<file path="config.mk">
export PLATFORM = sky130hd
export DESIGN_NAME = fifo_wr_ctrl_flat
export DESIGN_NICKNAME = d
export VERILOG_FILES = /design/src/rtl/fifo_wr_ctrl_if.sv /design/src/rtl/fifo_wr_ctrl.sv /design/src/flat_wrapper.sv
export SDC_FILE = /design/constraint.sdc
export NUM_CORES = 1
export LEC_CHECK = 0
export CAP_MARGIN = 40
export CORE_MARGIN = 1
export CORE_UTILIZATION = 43
export DETAILED_ROUTE_END_ITERATION = 8
export PLACE_DENSITY = 0.76
export SYNTH_ARGS = -nofsm -noshare
export SYNTH_HDL_FRONTEND = slang
export SYNTH_SLANG_ARGS = --single-unit
</file>
<file path="constraint.sdc">
create_clock -name w_clk -period 4.57 [get_ports w_clk]
set_clock_uncertainty 0.2 [all_clocks]
set_input_delay 1.371 -clock w_clk [delete_from_list [all_inputs] [get_ports w_clk]]
set_output_delay 1.371 -clock w_clk [all_outputs]
set_load 0.02 [all_outputs]
</file>
<file path="src/rtl/fifo_wr_ctrl_if.sv">
// Write-side handshake of the async FIFO: request/clear in, RAM strobe,
// Gray pointer and status flags out.
interface fifo_wr_ctrl_if #(
  parameter int AW = 3
);
  logic          w_inc;
  logic          w_ovf_clr;
  logic [AW:0]   gray_r_ptr;
  logic          w_en;
  logic [AW-1:0] w_addr;
  logic [AW:0]   gray_w_ptr;
  logic          w_full;
  logic          w_almost_full;
  logic [AW:0]   w_level;
  logic          w_overflow;

  modport master (
    output w_inc, w_ovf_clr, gray_r_ptr,
    input  w_en, w_addr, gray_w_ptr, w_full, w_almost_full, w_level, w_overflow
  );

  modport slave (
    input  w_inc, w_ovf_clr, gray_r_ptr,
    output w_en, w_addr, gray_w_ptr, w_full, w_almost_full, w_level, w_overflow
  );
endinterface

</file>
<file path="src/rtl/fifo_wr_ctrl.sv">
// Async FIFO write-side controller: binary/Gray write pointer, RAM write
// strobe, full/almost-full, occupancy and sticky overflow.
module fifo_wr_ctrl #(
  parameter int DEPTH    = 8,
  parameter int AF_LEVEL = 6,
  parameter int AW       = $clog2(DEPTH)
) (
  input  logic         w_clk,
  input  logic         w_rst,
  fifo_wr_ctrl_if.slave bus
);
  localparam logic [AW:0] AF_THR = (AW+1)'(AF_LEVEL);

  logic [AW:0] w_ptr, w_ptr_next, gray_next, gray_w_q;
  logic [AW:0] r_bin, level_next, level_q;
  logic        full, en, af_q, ovf_q;

  // Full when the write Gray pointer equals the read Gray pointer with
  // its two MSBs inverted, i.e. exactly DEPTH entries apart.
  assign full = (gray_w_q == {~bus.gray_r_ptr[AW:AW-1], bus.gray_r_ptr[AW-2:0]});
  assign en   = bus.w_inc & ~full;

  assign w_ptr_next = w_ptr + (AW+1)'(en);
  assign gray_next  = w_ptr_next ^ (w_ptr_next >> 1);

  always_comb begin
    r_bin     = '0;
    r_bin[AW] = bus.gray_r_ptr[AW];
    for (int i = AW-1; i >= 0; i--)
      r_bin[i] = r_bin[i+1] ^ bus.gray_r_ptr[i];
  end

  // A lagging read pointer can only overstate occupancy, never understate it.
  assign level_next = w_ptr_next - r_bin;

  always_ff @(posedge w_clk) begin
    if (w_rst) begin
      w_ptr    <= '0;
      gray_w_q <= '0;
      level_q  <= '0;
      af_q     <= 1'b0;
      ovf_q    <= 1'b0;
    end else begin
      w_ptr    <= w_ptr_next;
      gray_w_q <= gray_next;
      level_q  <= level_next;
      af_q     <= (level_next >= AF_THR);
      if (bus.w_inc && full)  ovf_q <= 1'b1;
      else if (bus.w_ovf_clr) ovf_q <= 1'b0;
    end
  end

  assign bus.w_en          = en;
  assign bus.w_addr        = w_ptr[AW-1:0];
  assign bus.gray_w_ptr    = gray_w_q;
  assign bus.w_full        = full;
  assign bus.w_almost_full = af_q;
  assign bus.w_level       = level_q;
  assign bus.w_overflow    = ovf_q;
endmodule

</file>
<file path="src/flat_wrapper.sv">
// flat-port wrapper written by rule: the top's interface ports become plain ports
module fifo_wr_ctrl_flat 
#(
  parameter int DEPTH    = 8,
  parameter int AF_LEVEL = 6,
  parameter int AW       = $clog2(DEPTH)
)
  (w_clk, w_rst, bus_w_inc, bus_w_ovf_clr, bus_gray_r_ptr, bus_w_en, bus_w_addr, bus_gray_w_ptr, bus_w_full, bus_w_almost_full, bus_w_level, bus_w_overflow);
  fifo_wr_ctrl_if #(.AW(AW)) bus_i ();
  input  logic w_clk;
  input  logic w_rst;
  input wire logic [$bits(bus_i.w_inc)-1:0] bus_w_inc;
  input wire logic [$bits(bus_i.w_ovf_clr)-1:0] bus_w_ovf_clr;
  input wire logic [$bits(bus_i.gray_r_ptr)-1:0] bus_gray_r_ptr;
  output wire logic [$bits(bus_i.w_en)-1:0] bus_w_en;
  output wire logic [$bits(bus_i.w_addr)-1:0] bus_w_addr;
  output wire logic [$bits(bus_i.gray_w_ptr)-1:0] bus_gray_w_ptr;
  output wire logic [$bits(bus_i.w_full)-1:0] bus_w_full;
  output wire logic [$bits(bus_i.w_almost_full)-1:0] bus_w_almost_full;
  output wire logic [$bits(bus_i.w_level)-1:0] bus_w_level;
  output wire logic [$bits(bus_i.w_overflow)-1:0] bus_w_overflow;
  assign bus_i.w_inc = bus_w_inc;
  assign bus_i.w_ovf_clr = bus_w_ovf_clr;
  assign bus_i.gray_r_ptr = bus_gray_r_ptr;
  assign bus_w_en = bus_i.w_en;
  assign bus_w_addr = bus_i.w_addr;
  assign bus_gray_w_ptr = bus_i.gray_w_ptr;
  assign bus_w_full = bus_i.w_full;
  assign bus_w_almost_full = bus_i.w_almost_full;
  assign bus_w_level = bus_i.w_level;
  assign bus_w_overflow = bus_i.w_overflow;
  fifo_wr_ctrl #(.DEPTH(DEPTH), .AF_LEVEL(AF_LEVEL), .AW(AW)) u_core (.w_clk(w_clk), .w_rst(w_rst), .bus(bus_i));
endmodule
</file>
==> impl_metrics.tcl, run 1 <==
set metrics [dict create \
    fin_crit_sh_pct 94.88 \
    max-vdd-ir-drop_v 0.0002914 \
    slew-limit-headroom_pct 69.09 \
    grt_max_degree 13 \
    netlist_top_cells_count "dfxtp_1, nor2_1, xnor2_1, xor2_1" \
    crit_buf_inv 2 \
    period_needed_ns 4.336 \
    critical_path_class "in2out" \
    drtIter0Drc 1 \
    cp.required_ns 3.00 \
    cap_viol_max_count 0 \
    min_path_type "reg2reg" \
    cp_slowest_cell "clkdlybuf4s50_1" \
    n_antenna_cell 0 \
    path_clk_slew_ns 0.08 \
    ios 23 \
    cts_made_buffers 3 \
    clockBufferDepth 2 \
    yosys.area.top_type "dfxtp_1" \
    ys_async_sr_fraction_pct 0 \
    ys_ff_latch 13 \
    cp_top_family "buffers and inverters" \
    hold_viol_final 0 \
    rows 14 \
    area_growth_pct 47.08 \
    gp_congestion 0.7447 \
    dp_hpwl_um 1074 \
    setup_violations 0 \
    root_buffer "clkbuf_4" \
    avgSynthCellArea_um2 9.523 \
    grt_usage_pct 19.22 \
    ys_top_cells_by_area "dfxtp_1, ha_1, xnor2_1" \
    cts_tree "done" \
    grt_antenna_before_repair 0 \
    pre_cts_ws_ns -0.01103 \
    end_kind "primary output" \
    grt_pass1_wl_um 2511 \
    fp.dieH_um 41.93 \
    power_density_nw_per_um2 361.6 \
    drive_gt1_share_pct 14.42 \
    leakage_uw 0.0004619 \
    critPathMaxFanout 3 \
    synth_seq_area_share_pct 37.96 \
    multi_input_area_um2 409.1 \
    core_area_um2 1489 \
    cts_sinks 13 \
    dieWidth_um 41.93 \
    syn_nets 85 \
    timing.fmax_ghz 0.2306 \
    worstSetupStartpointType "primary input" \
    rr_worst_depth 10 \
    viasPerCell 4.775 \
    synth_top_cell_area_share_pct 37.96 \
    seq_area_um2 260.3 \
    setup_tns_ns 0 \
    wl_per_cell_um 11.73 \
    routed_wl_um 1408 \
    num-fill-cells 124 \
    hold_path_depth 2 \
    placedCellCount 116 \
    syn_inst 72 \
    start_util_pct 46.05 \
    post-synth-top-count-cell "dfxtp_1" \
    ant_nets 0 \
    slowest_delay_ns 0.43 \
    outcome "completed" \
    ys.flop_type "dfxtp_1" \
    grt_pass1_vias 564 \
    power_uw 364.6 \
    layout.cells.non_filler 120 \
    crit_path_cell_trace "clkdlybuf4s50_1 -> xor2_1 -> nor4_2 -> nor2b_1 -> dlygate4sd2_1" \
    worst_slack_ns 0.2340 \
    synth_area_um2 685.7 \
    drt-pass1-iter-count 2 \
    port_buffers 22 \
    nNetsFinal 118 \
    arrival_ns 2.77 \
    fin_hold_ws_ns 0.3943 \
    tightest_slew_ns 0.4622 \
    htree_num_levels 1 \
    synth_edf_count 0 \
    remaining_drc_errors 0 \
    grt-ovfl-total 0 \
    worstSkewPairLatency_ns 0.28 \
    drv_slew 0 \
    die_area_um2 1758 \
    yosys_warnings 0 \
    cts_setup_buffers 0 \
    rsz0062_at_grt "no" \
    synth.distinct_cells 22 \
    worst-path-stages 5 \
    route.vias.total 573 \
]
where the power goes:
group | total, uW | internal (uW) | switching, uW
Clock | 71.1 | 33.8 | 37.3
Sequential | 138 | 131 | 7.13
Combinational | 155 | 79.9 | 75.5
state kept, by name, indices dropped and copies added, names as in the netlist:
signal and count:
u_core.bus.w_level 4, u_core.bus.gray_w_ptr 4, u_core.w_ptr 3, u_core.bus.w_almost_full 1
u_core.bus.w_overflow 1
stage by stage:
step | cell area, um^2 | util [%]
2_1_floorplan | 691.9 | -
3_3_place_gp | 984.7 | 66.13
3_5_place_dp | 984.7 | 66.13
4_1_cts | 1008 | 67.73
5_1_grt | 1008 | 67.73
6_report | 1008 | 67.73
layer usage:
| metal | share of wire [%] | vias to the layer above | global-route usage, % |
|---|---|---|---|
| met4 | 1.1 | 0 | 7.742 |
| met1 | 49 | 250 | 25.54 |
| met5 | 0 | - | 0 |
| li1 | - | 305 | - |
| met2 | 44 | 16 | 29.06 |
| met3 | 5.1 | 2 | 5.652 |
cell usage in the layout, fill, tap and decap left out:
master           count
a2111o_1             1
o311ai_0             1
a21oi_1              3
dlygate4sd2_1        2
buf_4                8
xnor3_2              1
xnor2_1              7
nor4b_1              1
maj3_2               1
a31o_2               1
nor2_1               7
and3_1               3
nor2b_1              5
xor2_1               7
clkdlybuf4s50_1     20
ha_1                 5
clkbuf_4             3
inv_1                4
nand3_1              2
and2_1               1
nand2_1              3
nor4_2               1
clkbuf_1             1
mux2i_1              1
dfxtp_1             13
nor3_1               2
worst paths after layout:
kind                            slack [ns]                startpoint                        to
worst max-delay path                  0.23         bus_gray_r_ptr[0]                  bus_w_en
worst min-delay path                  0.39           u_core.w_ptr[2]  u_core.bus.gray_w_ptr[2]
worst max register to register        1.52  u_core.bus.gray_w_ptr[3]  u_core.bus.w_almost_full
worst min register to register        0.39           u_core.w_ptr[2]  u_core.bus.gray_w_ptr[2]
logic make-up after synthesis:
kind of cell    after synthesis  synth area share, %
compound gates                6                6.387
xor+xnor                     15                21.35
fa+ha+maj                     6                10.77
buf+inv                       6                3.284
flops                        13                37.96
mux                           1                1.460
simple gates                 25                18.80
tightest hold or removal path, delay by kind of cell, from the launching register on:
kind	cells	cell delay, ns
AO/OA/AOI/OAI	1	0.14
flip-flops	1	0.36
AND/OR/NAND/NOR	1	0.06
area by class of cell:
type | count | share of cell area (%)
multi-input cells | 53 | 40.57
well taps | 16 | 1.985
flip-flops and latches | 13 | 25.81
inverters | 4 | 1.489
clock buffers | 4 | 2.605
repair buffers | 30 | 27.54
repair_timing:
action | 4_1_cts | 5_1_grt
setup endpoints to repair | 2 | 0
hold buffers | 0 | 0
gates resized for setup | 2 | 0
Note: power is estimated with default switching activity, not from simulation.
==> run 2, diff against run 1 <==
==> constraint.sdc (replaced) <==
create_clock -name w_clk -period 4.57 [get_ports w_clk]
set_clock_uncertainty 0.2 [all_clocks]
set_input_delay 0.914 -clock w_clk [delete_from_list [all_inputs] [get_ports w_clk]]
set_output_delay 0.914 -clock w_clk [all_outputs]
set_load 0.02 [all_outputs]
==> run 2 against run 1 <==
  * Via count decreased by 1.7%
  * Combinational power fell by 5%
  * Register-to-register slack got worse by 0.20 ns
  * Count of clock-buffer cells in the layout is the same
  * Total power shrank 1.7%
  * First-iteration DRC count rose to 4.0 times the previous value
  * Die area is the same
  * Cell count is 6.7% lower
  * Global-route usage down 0.77 points
==> impl_metrics.tcl, run 2 (synthesis results as in run 1) <==
set metrics [dict create \
    critPathMaxFanout 5 \
    worst_slack_ns 0.5714 \
    post-route-util_pct 63.45 \
    intPower_uw 239.5 \
    cts_tree "done" \
    clkPwrFrac_pct 20.2 \
    path_clk_slew_ns 0.08 \
    dieWidth_um 41.93 \
    worst-path-stages 11 \
    cp_slowest_cell "clkdlybuf4s50_1" \
    crit_buf_inv 1 \
    switchingPower_uw 118.7 \
    fp.dieH_um 41.93 \
    routed_wl_um 1323 \
    grt_pass1_vias 590 \
    endpoint "u_core.bus.w_almost_full" \
    hp-start "u_core.w_ptr[2]" \
    drtIter0Drc 4 \
    arrival_ns 3.95 \
    postCtsHoldBufs 0 \
    drt-pass1-iter-count 2 \
    root_buffer "clkbuf_4" \
    rows 14 \
    tightest_slew_ns 0.4484 \
    slowest_delay_ns 0.50 \
    htree_num_levels 1 \
    fin_crit_sh_pct 87.50 \
    nNetsFinal 110 \
    grt_usage_pct 18.45 \
    hold_viol_final 0 \
    ios 23 \
    clockBufferDepth 2 \
    route.vias.total 563 \
    cts_resized 0 \
    cpMostUsedCell "ha_1" \
    viasPerCell 5.027 \
    grt_max_degree 13 \
    grt-ovfl-total 0 \
    cts_made_buffers 3 \
    power_uw 358.3 \
    ant_nets 0 \
    netSwitchingFraction_pct 33.14 \
    gp_congestion 0.7321 \
    cap_viol_max_count 0 \
    final_common_cell "clkdlybuf4s50_1" \
    cp.required_ns 4.52 \
    cts_setup_buffers 0 \
    crit_path_cell_trace "clkdlybuf4s50_1 -> xnor2_1 -> nor4_1 -> nor2b_1 -> ha_1 -> ha_1 -> xor2_1 -> ha_1 -> a31o_2 -> o311ai_0 -> nand3_1" \
    critical_path.startpoint "bus_gray_r_ptr[2]" \
    rr_worst_depth 10 \
    n_antenna_cell 0 \
    r2r-end "u_core.bus.w_almost_full" \
    core_area_um2 1489 \
    grt_pass1_wl_um 2408 \
    cp_top_family "adder cells" \
    timing.fmax_ghz 0.2501 \
    grt_antenna_before_repair 0 \
    worstSkewPairLatency_ns 0.28 \
    setup_violations 0 \
    dp_hpwl_um 1030 \
    wl_per_cell_um 11.81 \
    critical_path_class "in2reg" \
    pre_cts_ws_ns 0.2555 \
    power_density_nw_per_um2 379.3 \
    worstSetupStartpointType "primary input" \
    remaining_drc_errors 0 \
    combPwrFrac_pct 41.3 \
    port_buffers 22 \
    slew-limit-headroom_pct 69.83 \
    drive_gt1_share_pct 6.250 \
    rsz0062_at_grt "no" \
    end_kind "flip-flop" \
    start_util_pct 46.05 \
    rrSetupSlack_ns 1.32 \
    timing.rr.start "u_core.bus.gray_w_ptr[3]" \
    fin_hold_ws_ns 0.3821 \
    cts_sinks 13 \
    leakage_uw 0.0004155 \
    area_growth_pct 37.77 \
    drv_slew 0 \
    die_area_um2 1758 \
    setup_tns_ns 0 \
    min_path_type "reg2reg" \
    max-vdd-ir-drop_v 0.0002600 \
    period_needed_ns 3.999 \
    pwr-share-seq_pct 38.5 \
    outcome "completed" \
    final_cell_mix "clkdlybuf4s50_1, dfxtp_1, xor2_1, xnor2_1, nor2_1" \
]
-- run 2: cell count changes in the layout (fill, tap and decap cells not counted), sizes merged --
cell,previous run,this run
clkdlybuf4s50,20,22
buf,8,0
dlygate4sd2,2,0
-- run 2: how the worst min path moves through the flow --
stage | depth (start not counted) | end | slack [ns]
final | 2 | u_core.bus.gray_w_ptr[2] | 0.38
after global routing | 2 | u_core.bus.gray_w_ptr[2] | 0.44
after CTS | 2 | u_core.bus.gray_w_ptr[2] | 0.38
after detailed placement | 2 | u_core.bus.gray_w_ptr[2] | 0.37
after global placement | 2 | u_core.bus.gray_w_ptr[2] | 0.37
after floorplan | 2 | u_core.bus.gray_w_ptr[2] | 0.43
-- run 2: cell type report --
cell class	instances	area, um^2
clock buffer	4	26.28
fill	125	544.3
tap	16	20.02
multi-input combinational	53	402.9
inverter	4	15.01
sequential	13	260.3
timing repair buffer	22	220.2
-- run 2: worst register-to-register path, delay by kind of cell, from the launching register on --
family,cells,cell delay [ns]
DFF,1,0.44
adders and majority gates,3,0.78
and+or+nand+nor,3,0.65
AOI/OAI and AO/OA,2,0.65
xor gates and xnor gates,2,0.40
-- run 2: metrics by stage --
stage                     std cells  cell area [um^2]
after detailed placement        108             918.4
after floorplan                  72             685.7
after global routing            112             944.7
after global placement          108             918.4
after CTS                       112             944.7
final                           112             944.7
-- run 2: layer usage --
metal / part of all wire (%) / vias up / track usage (%)
li1: - / 289 / -
met5: 0 / - / 0
met1: 49 / 253 / 22.47
met3: 4.2 / 4 / 3.043
met4: 2.6 / 0 / 13.55
met2: 45 / 17 / 29.06
-- run 2: power by group through the flow --
| stage | clock (uW) | combinational, uW | sequential, uW |
|---|---|---|---|
| after floorplan | 0 | 69.4 | 163 |
| after global placement | 0 | 147 | 141 |
| after detailed placement | 0 | 148 | 141 |
| after CTS | 74.4 | 149 | 138 |
| after global routing | 78.1 | 162 | 140 |
| final | 72.4 | 148 | 138 |
==> run 3, diff against run 2 <==
Settings changed: CORE_MARGIN 1 to 5, GPL_TIMING_DRIVEN set to 0.
==> run 3 against run 2 <==
  * Worst setup slack worse by 0.12 ns
  * Via count increased by 0.53%
  * Combinational power is essentially flat
  * Critical path type unchanged
  * Sequential power about the same
  * Critical endpoint unchanged
  * Design area increased by 0.79%
  * Largest power group unchanged
  * Highest routed layer unchanged
  * Routed wire length increased by 15%
  * Total power increased by 0.65%
  * Die area increased by 42%
  * Largest cell class unchanged
==> impl_metrics.tcl, run 3 (synthesis results as in run 1) <==
set metrics [dict create \
    outcome "completed" \
    port_buffers 22 \
    cts_made_buffers 3 \
    wl_per_cell_um 13.37 \
    dp_hpwl_um 1145 \
    drt-pass1-iter-count 3 \
    cap_viol_max_count 0 \
    cts_tree "done" \
    path_clk_slew_ns 0.09 \
    hold_viol_final 0 \
    placed_cell_area_um2 925.9 \
    drtIter0Drc 3 \
    die_area_um2 2493 \
    cts_sinks 13 \
    clockBufferDepth 2 \
    critPathMaxFanout 5 \
    postCtsHoldBufs 0 \
    htree_num_levels 1 \
    dieWidth_um 49.93 \
    cts_resized 0 \
    grt_antenna_before_repair 0 \
    routed_wl_um 1524 \
    rows 14 \
    max-vdd-ir-drop_v 0.0002052 \
    ios 23 \
    viasPerCell 4.965 \
    setup_violations 0 \
    leakage_uw 0.0004178 \
    n_antenna_cell 0 \
    core_area_um2 1506 \
    period_needed_ns 4.115 \
    remaining_drc_errors 0 \
    gp_congestion 0.7769 \
    post-route-util_pct 63.21 \
    final_common_cell "clkdlybuf4s50_1" \
    fp.dieH_um 49.93 \
    ant_nets 0 \
    power_density_nw_per_um2 378.7 \
    area_growth_pct 38.87 \
    fin_crit_sh_pct 90.04 \
    fin_area_um2 952.2 \
    cts_setup_buffers 0 \
    drive_gt1_share_pct 6.122 \
    timing.fmax_ghz 0.2430 \
    final_cell_mix "clkdlybuf4s50_1, dfxtp_1, xor2_1, xnor2_1, nor2_1" \
    rrSetupSlack_ns 1.22 \
    grt_pass1_wl_um 2656 \
    layout.cells.non_filler 114 \
    cp.required_ns 4.52 \
    arrival_ns 4.06 \
    min_path_type "reg2reg" \
    fin_hold_ws_ns 0.3742 \
    critical_path_class "in2reg" \
    end_kind "flip-flop" \
    tightest_slew_ns 0.4817 \
    start_util_pct 45.51 \
    setup_tns_ns 0 \
    worstSkewPairLatency_ns 0.28 \
    route.vias.total 566 \
    worstSetupStartpointType "primary input" \
    grt_pass1_vias 579 \
    placedCellCount 110 \
    grt_max_degree 11 \
    grt-ovfl-total 0 \
    grt_usage_pct 13.83 \
    drv_slew 0 \
    nNetsFinal 112 \
    slew-limit-headroom_pct 67.48 \
    root_buffer "clkbuf_4" \
    rsz0062_at_grt "no" \
]
==> run 3: final cells by class <==
type | count | area (um^2)
tap | 16 | 20.02
buffer | 2 | 7.507
sequential | 13 | 260.3
clock buffer | 4 | 26.28
timing repair buffer | 22 | 220.2
inverter | 4 | 15.01
multi-input combinational | 53 | 402.9
fill | 132 | 554.3
==> run 3: routing by layer <==
metal,wire (um),vias to the layer above,track usage [%]
li1,-,294,-
met1,639,249,15.58
met2,772,19,23.31
met3,74,4,3.313
met4,38,0,7.860
met5,0,-,0
==> run 3: path summary, 6_finish.rpt <==
kind,startpoint,end,cells after the start
worst max-delay path,bus_gray_r_ptr[2],u_core.bus.w_almost_full,11
worst min-delay path,u_core.w_ptr[2],u_core.bus.gray_w_ptr[2],2
worst max register to register,u_core.bus.gray_w_ptr[3],u_core.bus.w_almost_full,10
worst min register to register,u_core.w_ptr[2],u_core.bus.gray_w_ptr[2],2
==> run 3: stage by stage <==
step / power (uW) / setup slack [ns]
after global routing: 386.3 / 0.2189
after global placement: 287.2 / 0.2165
final: 360.6 / 0.4551
after CTS: 365.4 / 0.4820
after detailed placement: 289.1 / 0.1995
after floorplan: 232.0 / 0.2363
==> run 3: worst max-delay path, cell delays in order <==
cell	delay, ns
clkdlybuf4s50_1	0.49
xnor2_1	0.17
nor4_1	0.43
nor2b_1	0.12
ha_1	0.24
ha_1	0.23
xor2_1	0.30
ha_1	0.34
a31o_2	0.27
o311ai_0	0.43
nand3_1	0.12
==> run 3: where the power goes <==
group | leakage (uW) | switching [uW] | internal (uW)
Combinational | 0.000296 | 75.3 | 74.3
Sequential | 0.000107 | 6.75 | 131
Clock | 0.0000150 | 39.5 | 33.9
